## config.mk

```make
export PLATFORM = sky130hd
export DESIGN_NAME = sha3_absorb_ctrl
export DESIGN_NICKNAME = d
export VERILOG_FILES = /design/src/rtl/sha3_pkg.sv /design/src/rtl/sha3_absorb_ctrl.sv
export SDC_FILE = /design/constraint.sdc
export NUM_CORES = 1
export LEC_CHECK = 0
export ABC_AREA = 0
export CAP_MARGIN = 10
export CORE_ASPECT_RATIO = 2
export CORE_MARGIN = 10
export CORE_UTILIZATION = 32
export CTS_CLUSTER_SIZE = 10
export DETAILED_ROUTE_END_ITERATION = 8
export PLACE_DENSITY = 0.89
export SYNTH_ARGS = -nofsm -noshare
export SYNTH_HDL_FRONTEND = slang
export SYNTH_SLANG_ARGS = --single-unit
```

## constraint.sdc

```tcl
create_clock -name ACLK -period 4.88 [get_ports ACLK]
set_clock_uncertainty 0.05 [all_clocks]
set_input_delay 0.732 -clock ACLK [delete_from_list [all_inputs] [get_ports ACLK]]
set_output_delay 0.732 -clock ACLK [all_outputs]
set_load 0.05 [all_outputs]
```

## src/rtl/sha3_pkg.sv

```systemverilog
// Shared types and constant tables for the SHA3 absorb/squeeze controller.
package sha3_pkg;

  localparam int unsigned SHA3_LANE_W = 64;
  localparam int unsigned SHA3_IDX_W  = 5;

  typedef enum logic [1:0] {
    MODE_224 = 2'd0,
    MODE_256 = 2'd1,
    MODE_384 = 2'd2,
    MODE_512 = 2'd3
  } mode_t;

  // Indexed by mode: lanes absorbed per block and digest lanes emitted.
  localparam logic [SHA3_IDX_W-1:0] RATE_LANES [4] = '{5'd18, 5'd17, 5'd13, 5'd9};
  localparam logic [SHA3_IDX_W-1:0] OUT_LANES  [4] = '{5'd4, 5'd4, 5'd6, 5'd8};

  localparam logic [SHA3_LANE_W-1:0] PAD_DOMAIN = 64'h06;
  localparam logic [SHA3_LANE_W-1:0] PAD_FINAL  = 64'h8000000000000000;

  typedef enum logic [2:0] {
    IDLE,
    ABSORB,
    PAD,
    PERM,
    SQUEEZE
  } ctrl_state_t;

endpackage

```

## src/rtl/sha3_absorb_ctrl.sv

```systemverilog
// SHA3 sequencer: absorbs AXI-Stream lanes into an external Keccak state,
// applies pad10*1, drives the permutation handshake and streams the digest.
module sha3_absorb_ctrl
  import sha3_pkg::*;
#(
  parameter int unsigned LANE_W = SHA3_LANE_W,
  parameter int unsigned IDX_W  = SHA3_IDX_W
) (
  input  logic              ACLK,
  input  logic              ARESETn,
  input  logic [LANE_W-1:0] S_TDATA,
  input  logic              S_TVALID,
  output logic              S_TREADY,
  input  logic              S_TLAST,
  input  logic [1:0]        S_TUSER,
  output logic              xor_we,
  output logic [IDX_W-1:0]  xor_idx,
  output logic [LANE_W-1:0] xor_data,
  output logic              state_clr,
  output logic              perm_start,
  input  logic              perm_done,
  output logic [IDX_W-1:0]  rd_idx,
  input  logic [LANE_W-1:0] rd_data,
  output logic [LANE_W-1:0] M_TDATA,
  output logic              M_TVALID,
  input  logic              M_TREADY,
  output logic              M_TLAST,
  output logic [LANE_W/8-1:0] M_TKEEP
);

  localparam int unsigned KEEP_W = LANE_W / 8;

  ctrl_state_t      state, state_nxt;
  mode_t            mode, mode_nxt;
  logic [IDX_W-1:0] lane_cnt, lane_cnt_nxt;
  logic [IDX_W-1:0] pad_cnt, pad_cnt_nxt;
  logic [IDX_W-1:0] out_cnt, out_cnt_nxt;
  logic             msg_done, msg_done_nxt;
  logic             pad_pending, pad_pending_nxt;
  logic             first_pad, first_pad_nxt;
  logic             armed;
  logic             perm_start_q;

  logic [IDX_W-1:0] rate_m1;
  logic [IDX_W-1:0] out_m1;
  logic             last_beat;

  assign rate_m1    = IDX_W'(RATE_LANES[mode] - 5'd1);
  assign out_m1     = IDX_W'(OUT_LANES[mode] - 5'd1);
  assign last_beat  = (out_cnt == out_m1);
  assign perm_start = perm_start_q;

  // State and counter registers.
  always_ff @(posedge ACLK or negedge ARESETn) begin
    if (!ARESETn) begin
      state        <= IDLE;
      mode         <= MODE_224;
      lane_cnt     <= '0;
      pad_cnt      <= '0;
      out_cnt      <= '0;
      msg_done     <= 1'b0;
      pad_pending  <= 1'b0;
      first_pad    <= 1'b0;
      armed        <= 1'b0;
      perm_start_q <= 1'b0;
    end else begin
      state        <= state_nxt;
      mode         <= mode_nxt;
      lane_cnt     <= lane_cnt_nxt;
      pad_cnt      <= pad_cnt_nxt;
      out_cnt      <= out_cnt_nxt;
      msg_done     <= msg_done_nxt;
      pad_pending  <= pad_pending_nxt;
      first_pad    <= first_pad_nxt;
      armed        <= 1'b1;
      // Pulse only on entry so a long permutation sees a single start.
      perm_start_q <= (state_nxt == PERM) && (state != PERM);
    end
  end

  // Next-state and output decode.
  always_comb begin
    state_nxt       = state;
    mode_nxt        = mode;
    lane_cnt_nxt    = lane_cnt;
    pad_cnt_nxt     = pad_cnt;
    out_cnt_nxt     = out_cnt;
    msg_done_nxt    = msg_done;
    pad_pending_nxt = pad_pending;
    first_pad_nxt   = first_pad;
    S_TREADY        = 1'b0;
    xor_we          = 1'b0;
    xor_idx         = '0;
    xor_data        = '0;
    state_clr       = 1'b0;
    rd_idx          = '0;
    M_TDATA         = '0;
    M_TVALID        = 1'b0;
    M_TLAST         = 1'b0;
    M_TKEEP         = '0;

    unique case (state)
      IDLE: begin
        // armed keeps the first cycle after reset release fully quiet.
        if (armed && S_TVALID) begin
          mode_nxt        = mode_t'(S_TUSER);
          state_clr       = 1'b1;
          lane_cnt_nxt    = '0;
          msg_done_nxt    = 1'b0;
          pad_pending_nxt = 1'b0;
          state_nxt       = ABSORB;
        end
      end

      ABSORB: begin
        S_TREADY = 1'b1;
        xor_we   = S_TVALID;
        xor_idx  = lane_cnt;
        xor_data = S_TDATA;
        if (S_TVALID) begin
          if (lane_cnt == rate_m1) begin
            msg_done_nxt    = S_TLAST;
            pad_pending_nxt = S_TLAST;
            state_nxt       = PERM;
          end else if (S_TLAST) begin
            msg_done_nxt  = 1'b1;
            pad_cnt_nxt   = lane_cnt + 1'b1;
            first_pad_nxt = 1'b1;
            state_nxt     = PAD;
          end else begin
            lane_cnt_nxt = lane_cnt + 1'b1;
          end
        end
      end

      PAD: begin
        xor_we        = 1'b1;
        xor_idx       = pad_cnt;
        xor_data      = (first_pad ? PAD_DOMAIN : '0) | ((pad_cnt == rate_m1) ? PAD_FINAL : '0);
        first_pad_nxt = 1'b0;
        if (pad_cnt == rate_m1) begin
          pad_pending_nxt = 1'b0;
          state_nxt       = PERM;
        end else begin
          pad_cnt_nxt = pad_cnt + 1'b1;
        end
      end

      PERM: begin
        if (perm_done) begin
          if (pad_pending) begin
            pad_cnt_nxt   = '0;
            first_pad_nxt = 1'b1;
            state_nxt     = PAD;
          end else if (msg_done) begin
            out_cnt_nxt = '0;
            state_nxt   = SQUEEZE;
          end else begin
            lane_cnt_nxt = '0;
            state_nxt    = ABSORB;
          end
        end
      end

      SQUEEZE: begin
        rd_idx   = out_cnt;
        M_TDATA  = rd_data;
        M_TVALID = 1'b1;
        M_TLAST  = last_beat;
        M_TKEEP  = (last_beat && (mode == MODE_224)) ? KEEP_W'(8'h0F) : {KEEP_W{1'b1}};
        if (M_TREADY) begin
          if (last_beat) begin
            out_cnt_nxt = '0;
            state_nxt   = IDLE;
          end else begin
            out_cnt_nxt = out_cnt + 1'b1;
          end
        end
      end

      default: state_nxt = IDLE;
    endcase
  end

endmodule
```

Word level (Yosys, flattened, before mapping)
Index checks and enable logic that the tools add are counted.
- flip-flop bits (word level): 25
- bits in latches: 0
- memory bits (writable): 0
- memory bits (read-only): 0
- output and inout bits: 152
- logic and storage cells: 125
- memories: 0
- $add $sub $neg: 5
- multipliers: 0
- divide/modulo/power cells: 0
- magnitude comparators: 1
- eq/ne operators: 24
- shifts and indexed selects: 0
- muxes and demuxes: 66
- bitwise logic cells: 2
- reduce and logical (&&, ||, !) cells: 17
- operator list (cell ; count):
    two-way mux 64 bit ; 2
    one-hot mux 64 bit (2 select lines) ; 1
    two-way mux 5 bit ; 23
    bitwise OR 3 x 64 -> 64 bit ; 1
    two-way mux 3 bit ; 11
    one-hot mux 5 bit (3 select lines) ; 2
    != test 2 bit, second input constant ; 14
    binary-select mux 5 bit (select 2 bit) ; 2
    one-hot mux 5 bit (2 select lines) ; 2
    two-way mux 1 bit ; 16
    two-way mux 8 bit ; 2
    adder 5 x 1 -> 5 bit, second input constant ; 3
    == test 5 bit ; 3
    one-hot mux 3 bit (5 select lines) ; 1
    AND reduction 5 bit ; 2
    subtractor 5 x 1 -> 5 bit, second input constant ; 2
    == test 3 x 2 -> 1 bit, second input constant ; 3
    nonzero test 3 bit ; 3
    AND reduction 8 bit ; 1
    AND reduction 7 bit ; 1
    one-hot mux 1 bit (3 select lines) ; 2
    AND reduction 6 bit ; 1
    one-hot mux 1 bit (2 select lines) ; 2
    AND reduction 4 bit ; 1
    other kinds (11) ; 14

Longest topological paths before layout
Gate-level depths: netlist of the first run.
- depth after elaboration: 11
- gate-level depth with buffers: 10
- depth with buffers taken out: 8

Least setup slack after synthesis of the first run
No wires, ideal clock.
- kind: reg-to-output
- start: register mode[1]
- end: output M_TKEEP[5]
- arrival time: 2.496 ns
- slack: 1.602 ns
- stages on the path, launching flop included: 11
- path through: dfrtp_1 > buf_2 > nand2_1 > inv_1 > ha_1 > nor2b_1 > xnor2_1 > nand2_1 > a21oi_1 > a21oi_1 > buf_4
- longest elaborated chain between the ends: 9
- RTL lines (what ; RTL line ; RTL):
    start: declaration ; sha3_absorb_ctrl.sv:34 ; mode_t mode, mode_nxt;
    start signal: assignment ; sha3_absorb_ctrl.sv:68 ; mode <= mode_nxt;
    inverter 2 -> 3 bit (not written as such) ; sha3_absorb_ctrl.sv:49 ; assign out_m1 = IDX_W'(OUT_LANES[mode] - 5'd1);
    binary-select mux 5 bit (select 2 bit) ; sha3_absorb_ctrl.sv:49 ;
    two-way mux 5 bit (not written as such) (2 in a row) ; sha3_absorb_ctrl.sv:49 ;
    subtractor 5 x 1 -> 5 bit ; sha3_absorb_ctrl.sv:49 ;
    == test 5 bit ; sha3_absorb_ctrl.sv:50 ; assign last_beat = (out_cnt == out_m1);
    logical AND 1 bit (*) ; sha3_absorb_ctrl.sv:170 ; M_TKEEP = (last_beat && (mode == MODE_224)) ? KEEP_W'(8'h0F) : {KEEP_W{1'b1}};
    two-way mux 8 bit (*) ; sha3_absorb_ctrl.sv:170 ;
    two-way mux 8 bit (*) ; sha3_absorb_ctrl.sv:102 ; unique case (state)
    end: declaration ; sha3_absorb_ctrl.sv:28 ; output logic [LANE_W/8-1:0] M_TKEEP
Mark *: on every way between the ends. The rest lies on a longest branch, timed or not. The select of a mux whose other input is x is not followed.

Worst setup path after layout of the first run
- start: register state[0]
- end: output xor_we
- longest elaborated chain between the ends: 2
- RTL lines (what ; RTL line ; RTL):
    start: declaration ; sha3_absorb_ctrl.sv:33 ; ctrl_state_t state, state_nxt;
    start signal: assignment ; sha3_absorb_ctrl.sv:67 ; state <= state_nxt;
    == test 3 x 2 -> 1 bit / == test 3 x 1 -> 1 bit (equally long branches) ; sha3_absorb_ctrl.sv:102 ;
    one-hot mux 1 bit (2 select lines) (*) ; sha3_absorb_ctrl.sv:102 ;
    end: declaration ; sha3_absorb_ctrl.sv:16 ; output logic xor_we,
Mark *: on every way between the ends. The rest lies on a longest branch, timed or not.

==> results of run 1 <==
-- registers in the layout, summed over array words and instances, names as in the netlist --
signal	flops
armed	1
first_pad	1
lane_cnt	5
mode	2
msg_done	1
out_cnt	5
pad_cnt	5
pad_pending	1
perm_start	1
state	3
-- critical path, delay by kind of cell, from the launching register on --
family,cells,cell delay (ns)
buf+inv,3,1.40
simple gates,3,0.77
flops,1,0.61
-- cell usage in the layout (no fill, tap or decap), types with 3 or more instances in the layout --
cell and instances:
clkdlybuf4s50_1 287, and2_1 131, dfrtp_1 25, nand2_1 22, a22o_1 11, o21ai_0 9
nand3_1 8, inv_1 7, nor2_1 7, a21o_1 6, xor2_1 5, nor2b_1 5
nor3_1 5, a21oi_1 5, ha_1 5, a31oi_1 4, xnor2_1 4, nor4_1 4
nand2b_1 3, a221o_1 3, mux2_2 3, o2bb2ai_1 3, clkbuf_16 3
-- kinds of logic after synthesis --
kind of cell | Yosys count
xor+xnor | 9
flops | 25
fa+ha+maj | 5
other cells | 1
compound gates | 63
buf+inv | 39
mux | 5
simple gates | 202
-- power by group --
group          leakage, nW  total (W)  internal (W)  switching, W
combinational         1.93    0.00213      0.000759       0.00137
sequential           0.328   0.000364      0.000256      0.000108
clock               0.0409   0.000185      0.000110     0.0000743
total                 2.30    0.00268       0.00113       0.00155
-- per-stage QoR --
step | setup WS (ns) | hold slack, ns | std cells
finish | 1.04 | 0.478 | 710
global route | 0.832 | 0.491 | 709
CTS | 1.08 | 0.479 | 709
detailed placement | 1.37 | 0.465 | 705
global placement | 1.47 | 0.454 | 705
floorplan | 1.60 | 0.386 | 349
-- area by class of cell --
cell class	count	area, um2	share of cell area, %
clock buffer	3	75.1	1.32
timing repair buffer	289	2890	50.9
antenna	1	2.50	0.0441
clock inverter	1	5.00	0.0882
sequential	25	626	11.0
inverter	8	30.0	0.529
tap	98	123	2.16
multi-input combinational	285	1930	33.9
-- routing by layer --
layer | global-route usage [%] | vias up | share of wire, % | wire length, um
li1 | - | 1701 | - | -
met1 | 23.3 | 1639 | 34 | 5420
met2 | 38.7 | 256 | 50 | 7910
met3 | 10.8 | 28 | 13 | 2050
met4 | 6.29 | 0 | 2.3 | 368
met5 | 0 | - | 0 | 0
-- final timing paths --
kind                            from           to  slack [ns]  depth (start not counted)
min                        first_pad    first_pad        0.48                          2
max                         state[0]       xor_we        1.04                          6
max reg2reg                 state[0]  lane_cnt[0]        2.14                          6
min in group asynchronous    ARESETn  lane_cnt[0]        0.81                          2
max in group asynchronous    ARESETn  pad_pending        3.72                          2
min reg2reg                first_pad    first_pad        0.48                          2
==> summary.md, run 1 <==
| Metric | Value |
|---|---|
| Status | `completed` |
| Num CTS Buffers | `3` |
| CP Max Fanout | `74` |
| Commonest cells in the netlist | `131 x and2_1, 25 x dfrtp_1, 22 x nand2_1` |
| Post-Syn Area | `approximately 2700 um2` |
| Clk_lat worst skew | `about 0.26 ns` |
| Slowest CP cell | `clkdlybuf4s50_1` |
| Synth warn | `0` |
| Pwr Density | `between 400 and 500 nW/um2` |
| Top-area cell type share of the netlist area | `a little under 30%` |
| Dpl cell area | `5590 um2` |
| Layout area overhead | `107%` |
| Hold-fix buffers, CTS | `0` |
| Peak supply drop | `0.000221 V` |
| #FFs+latches synth | `25` |
| Largest family of logic cells by synthesized area | `simple AND/OR/NAND/NOR gates` |
| Final core occ | `68.0%` |
| Unique cell type count in the Yosys netlist | `60` |
| Final setup viols | `0` |
| Worst min path class | `flop to flop` |
| EDFF count, synth | `0` |
| Post-DP HPWL | `13400 um` |
| Area of the core | `8350 um2` |
| Largest net degree at the start of global routing | `slightly below 80` |
| Ranking of synthesized cells by area | `and2_1 30%, dfrtp_1 23%, a22o_1 3.5%` |
| DR iter-0 viols | `roughly 300` |
| Cts repair resizes | `0` |
| Vias/cell | `5.10` |
| Aggregate global routing overflow | `0` |
| IO Pins | `288` |
| Fin crit share | `78.6%` |
| Critical Path End Type | `primary output` |
| Nets | `about 750` |
| Synth Net Count | `490` |
| FFs w/ async S/R, synth | `100%` |
| Clock sink total | `25` |
| Max Root-Sink Buffers | `2` |
| Fillers | `685` |
| Clock-pin transition on the worst setup and hold timing paths | `0.06 ns` |
| Final Instance Area | `5670 um2` |
| Initial antenna violation count | `0` |
| Die span in y | `about 150 um` |
| Post-synthesis compound-gate area fraction | `18.3%` |
| Die Width | `85.5 um` |
| Vias | `3624` |
| RSZ-0062 raised after global routing | `false` |
| WS Path Type | `flop to primary output` |
| Htree depth | `1` |
| Wire per inst | `22.2 um` |
| Routability cong. | `0.915` |
| I/O Buffers | `287` |
| Die footprint | `12900 um2` |
| Layout cells sized above 1 | `under 10%` |
| Setup Total Neg Slack | `0 ns` |
| Critical path required time | `4.10 ns` |
| Final Power | `0.00268 W` |
| Final Hold Vio Count | `0` |
| Post-Synth Adder-Cell Area | `2.28%` |
| Crit start category | `flop` |
| Root buffer cell | `clkbuf_16` |
| Critical-path cell list | `nand3b_1, inv_1, buf_4, nand2_1, nand2_1, clkdlybuf4s50_1` |
| FP Rows | `47` |
| Vias in the first global route | `3734` |
| Cell mode on critical path | `nand2_1` |
| CTS tree | `done` |
| Initial core utilization | `32.9%` |
| Post-synthesis simple-gate area fraction | `44.2%` |
| Synth Area in XOR/XNOR | `2.87%` |
| Area leader, netlist | `and2_1` |
| Crit-path max cell delay | `around 0.82 ns` |
| Register area share after synthesis | `22.8%` |
| GRT Util Overall | `22.4%` |
| Max-Slew Margin vs Limit | `approximately two fifths` |
| Final Max Slew Viols | `0` |
| Final min period | `3.84 ns` |
| # DRC | `0` |
| Initial DRT Pass Iterations | `4` |
| Mean area per synthesized cell | `7.87 um2` |
| Most used DFF post-synth | `dfrtp_1` |
| Worst Tran Pin Value | `0.883 ns` |
| CP arrival | `3.06 ns` |
| Max-cap violations | `0` |
| Post-CTS Setup Bufs | `0` |
| Cell count after synthesis | `349` |
| P_leak | `2.30 nW` |
| Final wirelength | `15800 um` |
| Mux cell area share after synthesis | `2.32%` |
| Routed Antenna Nets | `0` |
| Count leader, synth | `and2_1` |
| First-pass GRT wire length | `22700 um` |
| F_max | `261 MHz` |
No activity file was read; power rests on OpenSTA's default activity.
==> inputs of run 2 (changes only) <==
--- a/config.mk
+++ b/config.mk
@@ -9,10 +9,10 @@
 export CAP_MARGIN = 10
 export CORE_ASPECT_RATIO = 2
 export CORE_MARGIN = 10
-export CORE_UTILIZATION = 32
+export CORE_UTILIZATION = 27
 export CTS_CLUSTER_SIZE = 10
 export DETAILED_ROUTE_END_ITERATION = 8
-export PLACE_DENSITY = 0.89
+export PLACE_DENSITY = 0.8
 export SYNTH_ARGS = -nofsm -noshare
 export SYNTH_HDL_FRONTEND = slang
 export SYNTH_SLANG_ARGS = --single-unit
==> constraint.sdc (replaced) <==
create_clock -name ACLK -period 3.1 [get_ports ACLK]
set_clock_uncertainty 0.05 [all_clocks]
set_input_delay 0.465 -clock ACLK [delete_from_list [all_inputs] [get_ports ACLK]]
set_output_delay 0.465 -clock ACLK [all_outputs]
set_load 0.05 [all_outputs]
==> run 2 against run 1 <==
  * Setup slack lost 0.74 ns
  * Flip-flop and latch count is the same
  * Highest routed layer unchanged
  * Die area grew 15%
  * Global-route usage shrank 2.5 points
  * First-iteration DRC count shrank 49%
  * Utilization shrank 4.0 points
  * Critical endpoint is now M_TKEEP[6]
  * Cell count grew 6.6%
==> summary.md, run 2 (synthesized netlist as in run 1, its figures left out) <==
| Metric | Value |
|---|---|
| Status | `completed` |
| Initial core utilization | `27.4%` |
| Setup Total Neg Slack | `0 ns` |
| Initial DRT Pass Iterations | `4` |
| Number of instances in the placed design | `between 700 and 800` |
| DR iter-0 viols | `156` |
| Num CTS Buffers | `3` |
| Htree depth | `1` |
| Wire per inst | `20.8 um` |
| First-pass GRT wire length | `23300 um` |
| Fin crit share | `90.2%` |
| Critical Path End Type | `primary output` |
| Crit-path max cell delay | `0.50 ns` |
| IO Pins | `about 290` |
| Critical-path cell list | `nand2_1, inv_1, ha_1, nor2b_1, xnor2_1, nand2_1, a21oi_1, a21oi_2, buf_12` |
| F_max | `358 MHz` |
| Cell mode on critical path | `nand2_1` |
| Max-cap violations | `0` |
| Pwr Density | `803 nW/um2` |
| Die span in y | `between 150 and 200 um` |
| Die footprint | `14900 um2` |
| Clk_lat worst skew | `roughly 0.27 ns` |
| Largest regs | `lane_cnt: 5 flops, out_cnt: 5 flops, pad_cnt: 5 flops` |
| CTS tree | `done` |
| Critical path required time | `2.58 ns` |
| Nets | `764` |
| Aggregate global routing overflow | `0` |
| Final wirelength | `15800 um` |
| GRT Util Overall | `19.8%` |
| Clock sink total | `25` |
| FP Rows | `52` |
| Max-Slew Margin vs Limit | `59.7%` |
| Non-Filler Instances | `757` |
| Layout area overhead | `133%` |
| Final Max Slew Viols | `0` |
| CP arrival | `2.28 ns` |
| WS Path Type | `flop to primary output` |
| Vias/cell | `4.80` |
| RSZ-0062 raised after global routing | `false` |
| P_leak | `about 2.9 nW` |
| Post-DP HPWL | `approximately 14000 um` |
| Final min period | `approximately 2.8 ns` |
| Worst min path class | `flop to flop` |
| Area of the core | `10000 um2` |
| Routability cong. | `between 0.9 and 1` |
| Max Root-Sink Buffers | `2` |
| Initial antenna violation count | `0` |
| Vias in the first global route | `3950` |
| Final setup viols | `0` |
| I/O Buffers | `287` |
| Layout cells sized above 1 | `between 20% and 30%` |
| Clock-pin transition on the worst setup and hold timing paths | `approximately 0.070 ns` |
| # DRC | `0` |
| Root buffer cell | `clkbuf_16` |
| Worst Tran Pin Value | `0.600 ns` |
| Hold-fix buffers, CTS | `0` |
| Peak supply drop | `between 0.0004 and 0.0005 V` |
| Die Width | `91.3 um` |
| Antenna diode count | `0` |
| Largest net degree at the start of global routing | `57` |
| Routed Antenna Nets | `0` |
| Most common cell after layout, fill and taps aside | `clkdlybuf4s50_1` |
| Final Hold Vio Count | `0` |
| Slowest CP cell | `a21oi_2` |
| CP Max Fanout | `4` |
| Most frequent cells in the layout | `136 x clkdlybuf4s50_1, 131 x and2_1, 86 x buf_4, 78 x buf_12, 25 x dfrtp_1` |
| Vias | `3636` |
| Crit start category | `flop` |
[run 2: cell count changes in the layout (fill, tap and decap cells not counted), sizes merged]
cell,previous run,this run
clkinvlp,0,2
clkinv,1,0
buf,2,164
clkdlybuf4s50,287,136
diode,1,0
inv,8,7
[run 2: final timing paths]
| kind | cells past startpoint | start | slack [ns] | end |
|---|---|---|---|---|
| max in group asynchronous | 2 | ARESETn | 2.22 | state[0] |
| worst max register to register | 6 | state[0] | 0.59 | lane_cnt[4] |
| worst min register to register | 2 | first_pad | 0.48 | first_pad |
| worst max-delay path | 9 | mode[1] | 0.30 | M_TKEEP[6] |
| worst min-delay path | 2 | first_pad | 0.48 | first_pad |
| min in group asynchronous | 2 | ARESETn | 0.52 | lane_cnt[0] |
[run 2: cell type report]
type                            count  area (um2)
Clock buffer                        3        75.1
Clock inverter                      1        7.51
Fill cell                         832        3610
Inverter                            8        33.8
Multi-Input combinational cell    285        1930
Sequential cell                    25         626
Tap cell                          135         169
Timing Repair Buffer              300        3570
[run 2: critical path, delay by kind of cell (launching register included)]
kind / cells / cell delay, ns
AO/OA/AOI/OAI: 2 / 0.61
XOR/XNOR: 1 / 0.15
adder cells (fa/ha/maj): 1 / 0.20
buffers and inverters: 2 / 0.29
flip-flops: 1 / 0.38
AND/OR/NAND/NOR: 3 / 0.37
[run 2: what timing repair did]
| action | in CTS | in global routing |
|---|---|---|
| setup buffers | 0 | 6 |
| resized for setup | 0 | 2 |
| endpoints found under the setup margin | 0 | 62 |
[run 2: per-stage QoR]
stage	setup slack (ns)	hold slack (ns)	utilization (%)	power [W]	instance area (um2)
4_1_cts	0.00294	0.484	63.3	0.00509	6340
5_1_grt	0.208	0.515	64.0	0.00536	6410
2_1_floorplan	0.0893	0.119	-	0.00282	2750
3_3_place_gp	0.336	0.455	62.5	0.00473	6260
3_5_place_dp	0.268	0.468	62.5	0.00478	6260
6_report	0.304	0.480	64.0	0.00515	6410
[run 2: routing by layer]
metal / GRT usage [%] / vias up / share of wire, %
met5: 0 / - / 0
met4: 2.65 / 0 / 1.1
met3: 6.60 / 13 / 8.8
met2: 38.9 / 216 / 56
met1: 19.9 / 1686 / 34
li1: - / 1721 / -
[run 2: report_power, final]
group / internal [W] / total (W) / switching, W
logic: 0.00192 / 0.00430 / 0.00238
registers: 0.000404 / 0.000550 / 0.000146
clock network: 0.000176 / 0.000302 / 0.000127
total: 0.00250 / 0.00515 / 0.00265
==> inputs of run 3 (changes only) <==
==> constraint.sdc (replaced) <==
create_clock -name ACLK -period 3.1 [get_ports ACLK]
set_clock_uncertainty 0.05 [all_clocks]
set_input_delay 0.465 -clock ACLK [delete_from_list [all_inputs] [get_ports ACLK]]
set_output_delay 0.465 -clock ACLK [all_outputs]
set_load 0.005 [all_outputs]
==> run 3 against run 2 <==
  * Sequential share of layout area grew 1.1 points
  * Combinational power is 51% lower
  * Via count decreased by 1.1%
  * Non-clock buffer count decreased by 5
  * Power down 42%
  * Largest cell class unchanged
  * Routed wire length down 2.0%
  * Final area is 9.4% lower
  * Largest power group unchanged
  * Fmax is 7.3% lower
  * Flip-flop and latch count is the same
  * Critical endpoint unchanged
  * Utilization fell by 6.0 points
==> summary.md, run 3 (synthesized netlist as in run 1, its figures left out) <==
| Metric | Value |
|---|---|
| Status | `completed` |
| Most common cell after layout, fill and taps aside | `clkdlybuf4s50_1` |
| Vias in the first global route | `3861` |
| Seq. cell area | `628 um2` |
| Htree depth | `1` |
| Final setup viols | `0` |
| Pwr Density | `roughly 520 nW/um2` |
| WS Path Type | `flop to primary output` |
| Fin crit share | `slightly below 100%` |
| Num CTS Buffers | `3` |
| RSZ-0062 raised after global routing | `true` |
| # DRC | `0` |
| Vias | `3597` |
| Final Power | `0.00299 W` |
| Clock-pin transition on the worst setup and hold timing paths | `0.07 ns` |
| I/O Buffers | `287` |
| Dpl cell area | `5700 um2` |
| First-pass GRT wire length | `23200 um` |
| Layout area overhead | `111%` |
| Slowest CP cell | `clkdlybuf4s50_1` |
| GRT Util Overall | `about a fifth` |
| Setup Total Neg Slack | `0 ns` |
| Worst min path class | `flop to flop` |
| Final core occ | `57.9%` |
| Clk_lat worst skew | `approximately 0.27 ns` |
| Min Hold Slack | `0.474 ns` |
| Root buffer cell | `clkbuf_16` |
| Initial core utilization | `between 20 and 30%` |
| IO Pins | `288` |
| Vias/cell | `approximately 4.8` |
| Max-Slew Margin vs Limit | `62.7%` |
| Initial DRT Pass Iterations | `4` |
| Initial antenna violation count | `0` |
| P_leak | `approximately 2.3 nW` |
| Post-CTS Setup Bufs | `0` |
| Layout cells sized above 1 | `between 5 and 6%` |
| CP top delay family | `buffers and inverters` |
| CTS tree | `done` |
| Critical-path cell list | `nand2_1, inv_1, ha_1, nor2b_2, xnor2_2, nand2_1, a21oi_2, a21oi_2, clkdlybuf4s50_1` |
| Die footprint | `14900 um2` |
| Wire per inst | `20.5 um` |
| WP buf/inv | `2` |
| Crit start category | `flop` |
| Die span in y | `between 150 and 200 um` |
| Critical Path End Type | `primary output` |
| Final min period | `3.02 ns` |
| Area occupied by multi-input gates | `1940 um2` |
| Critical path required time | `2.58 ns` |
| Clock sink total | `25` |
| Final Max Slew Viols | `0` |
| Final Instance Area | `~5800 um2` |
| Routed Antenna Nets | `0` |
| CP arrival | `2.50 ns` |
| FP Rows | `52` |
| Worst Tran Pin Value | `0.560 ns` |
| Final Hold Vio Count | `0` |
| Routability cong. | `0.887` |
| Max-cap violations | `0` |
| Largest regs | `lane_cnt: 5 flops, out_cnt: 5 flops, pad_cnt: 5 flops` |
| Largest net degree at the start of global routing | `60` |
| Nets | `759` |
| Crit-path max cell delay | `0.57 ns` |
| Area of the core | `10000 um2` |
| Fillers | `about 930` |
| F_max | `roughly 330 MHz` |
| CP Max Fanout | `9` |
| Hold-fix buffers, CTS | `0` |
| Post-DP HPWL | `13400 um` |
| Max Root-Sink Buffers | `2` |
| Peak supply drop | `0.000278 V` |
| Most frequent cells in the layout | `286 x clkdlybuf4s50_1, 131 x and2_1, 23 x dfrtp_1, 22 x nand2_1, 11 x a22o_1` |
| DR iter-0 viols | `215` |
| Die Width | `91.3 um` |
| Aggregate global routing overflow | `0` |
| Final wirelength | `15400 um` |
[run 3: final cells by class]
class / count / area share, %
Antenna cell: 1 / 0.0431
Clock buffer: 3 / 1.29
Tap cell: 135 / 2.91
Multi-Input combinational cell: 285 / 33.5
Timing Repair Buffer: 295 / 50.8
Sequential cell: 25 / 10.8
Clock inverter: 1 / 0.129
Inverter: 8 / 0.517
[run 3: what timing repair did]
| item | in CTS | in global routing |
|---|---|---|
| resized for setup | 3 | 4 |
| cloned | 0 | 0 |
| hold endpoints to repair | 0 | 0 |
| setup endpoints to repair | 4 | 5 |
| pin swaps | 0 | 0 |
[run 3: path summary, 6_finish.rpt]
check | to | slack (ns) | depth (start not counted) | startpoint
max | M_TKEEP[6] | 0.08 | 9 | mode[1]
min | first_pad | 0.47 | 2 | first_pad
max reg2reg | out_cnt[2] | 0.88 | 7 | state[0]
min reg2reg | first_pad | 0.47 | 2 | first_pad
max in group asynchronous | mode[0] | 2.21 | 2 | ARESETn
min in group asynchronous | lane_cnt[3] | 0.52 | 2 | ARESETn
[run 3: tightest hold or removal path: cells and delay by family, from the launching register on]
family                 cells  cell delay (ns)
AOI/OAI and AO/OA          1             0.11
buffers and inverters      1             0.05
DFF                        1             0.32
[run 3: power breakdown]
part,leakage (nW),switching [W],internal (W)
Sequential,0.326,0.000164,0.000407
Combinational,1.99,0.000871,0.00124
Clock,0.0371,0.000132,0.000176
[run 3: metal layers]
layer | wire (um) | GRT usage, % | share of wire [%] | vias up
li1 | - | - | - | 1707
met4 | 242 | 4.01 | 1.6 | 0
met2 | 8120 | 35.8 | 53 | 229
met3 | 1820 | 9.23 | 12 | 16
met1 | 5250 | 19.6 | 34 | 1645
met5 | 0 | 0 | 0 | -
[run 3: stage by stage]
step / worst slack, ns / cells
3_3_place_gp: 0.326 / 748
5_1_grt: -0.0524 / 752
3_5_place_dp: 0.188 / 748
4_1_cts: 0.0328 / 752
2_1_floorplan: 0.904 / 349
6_report: 0.0840 / 753
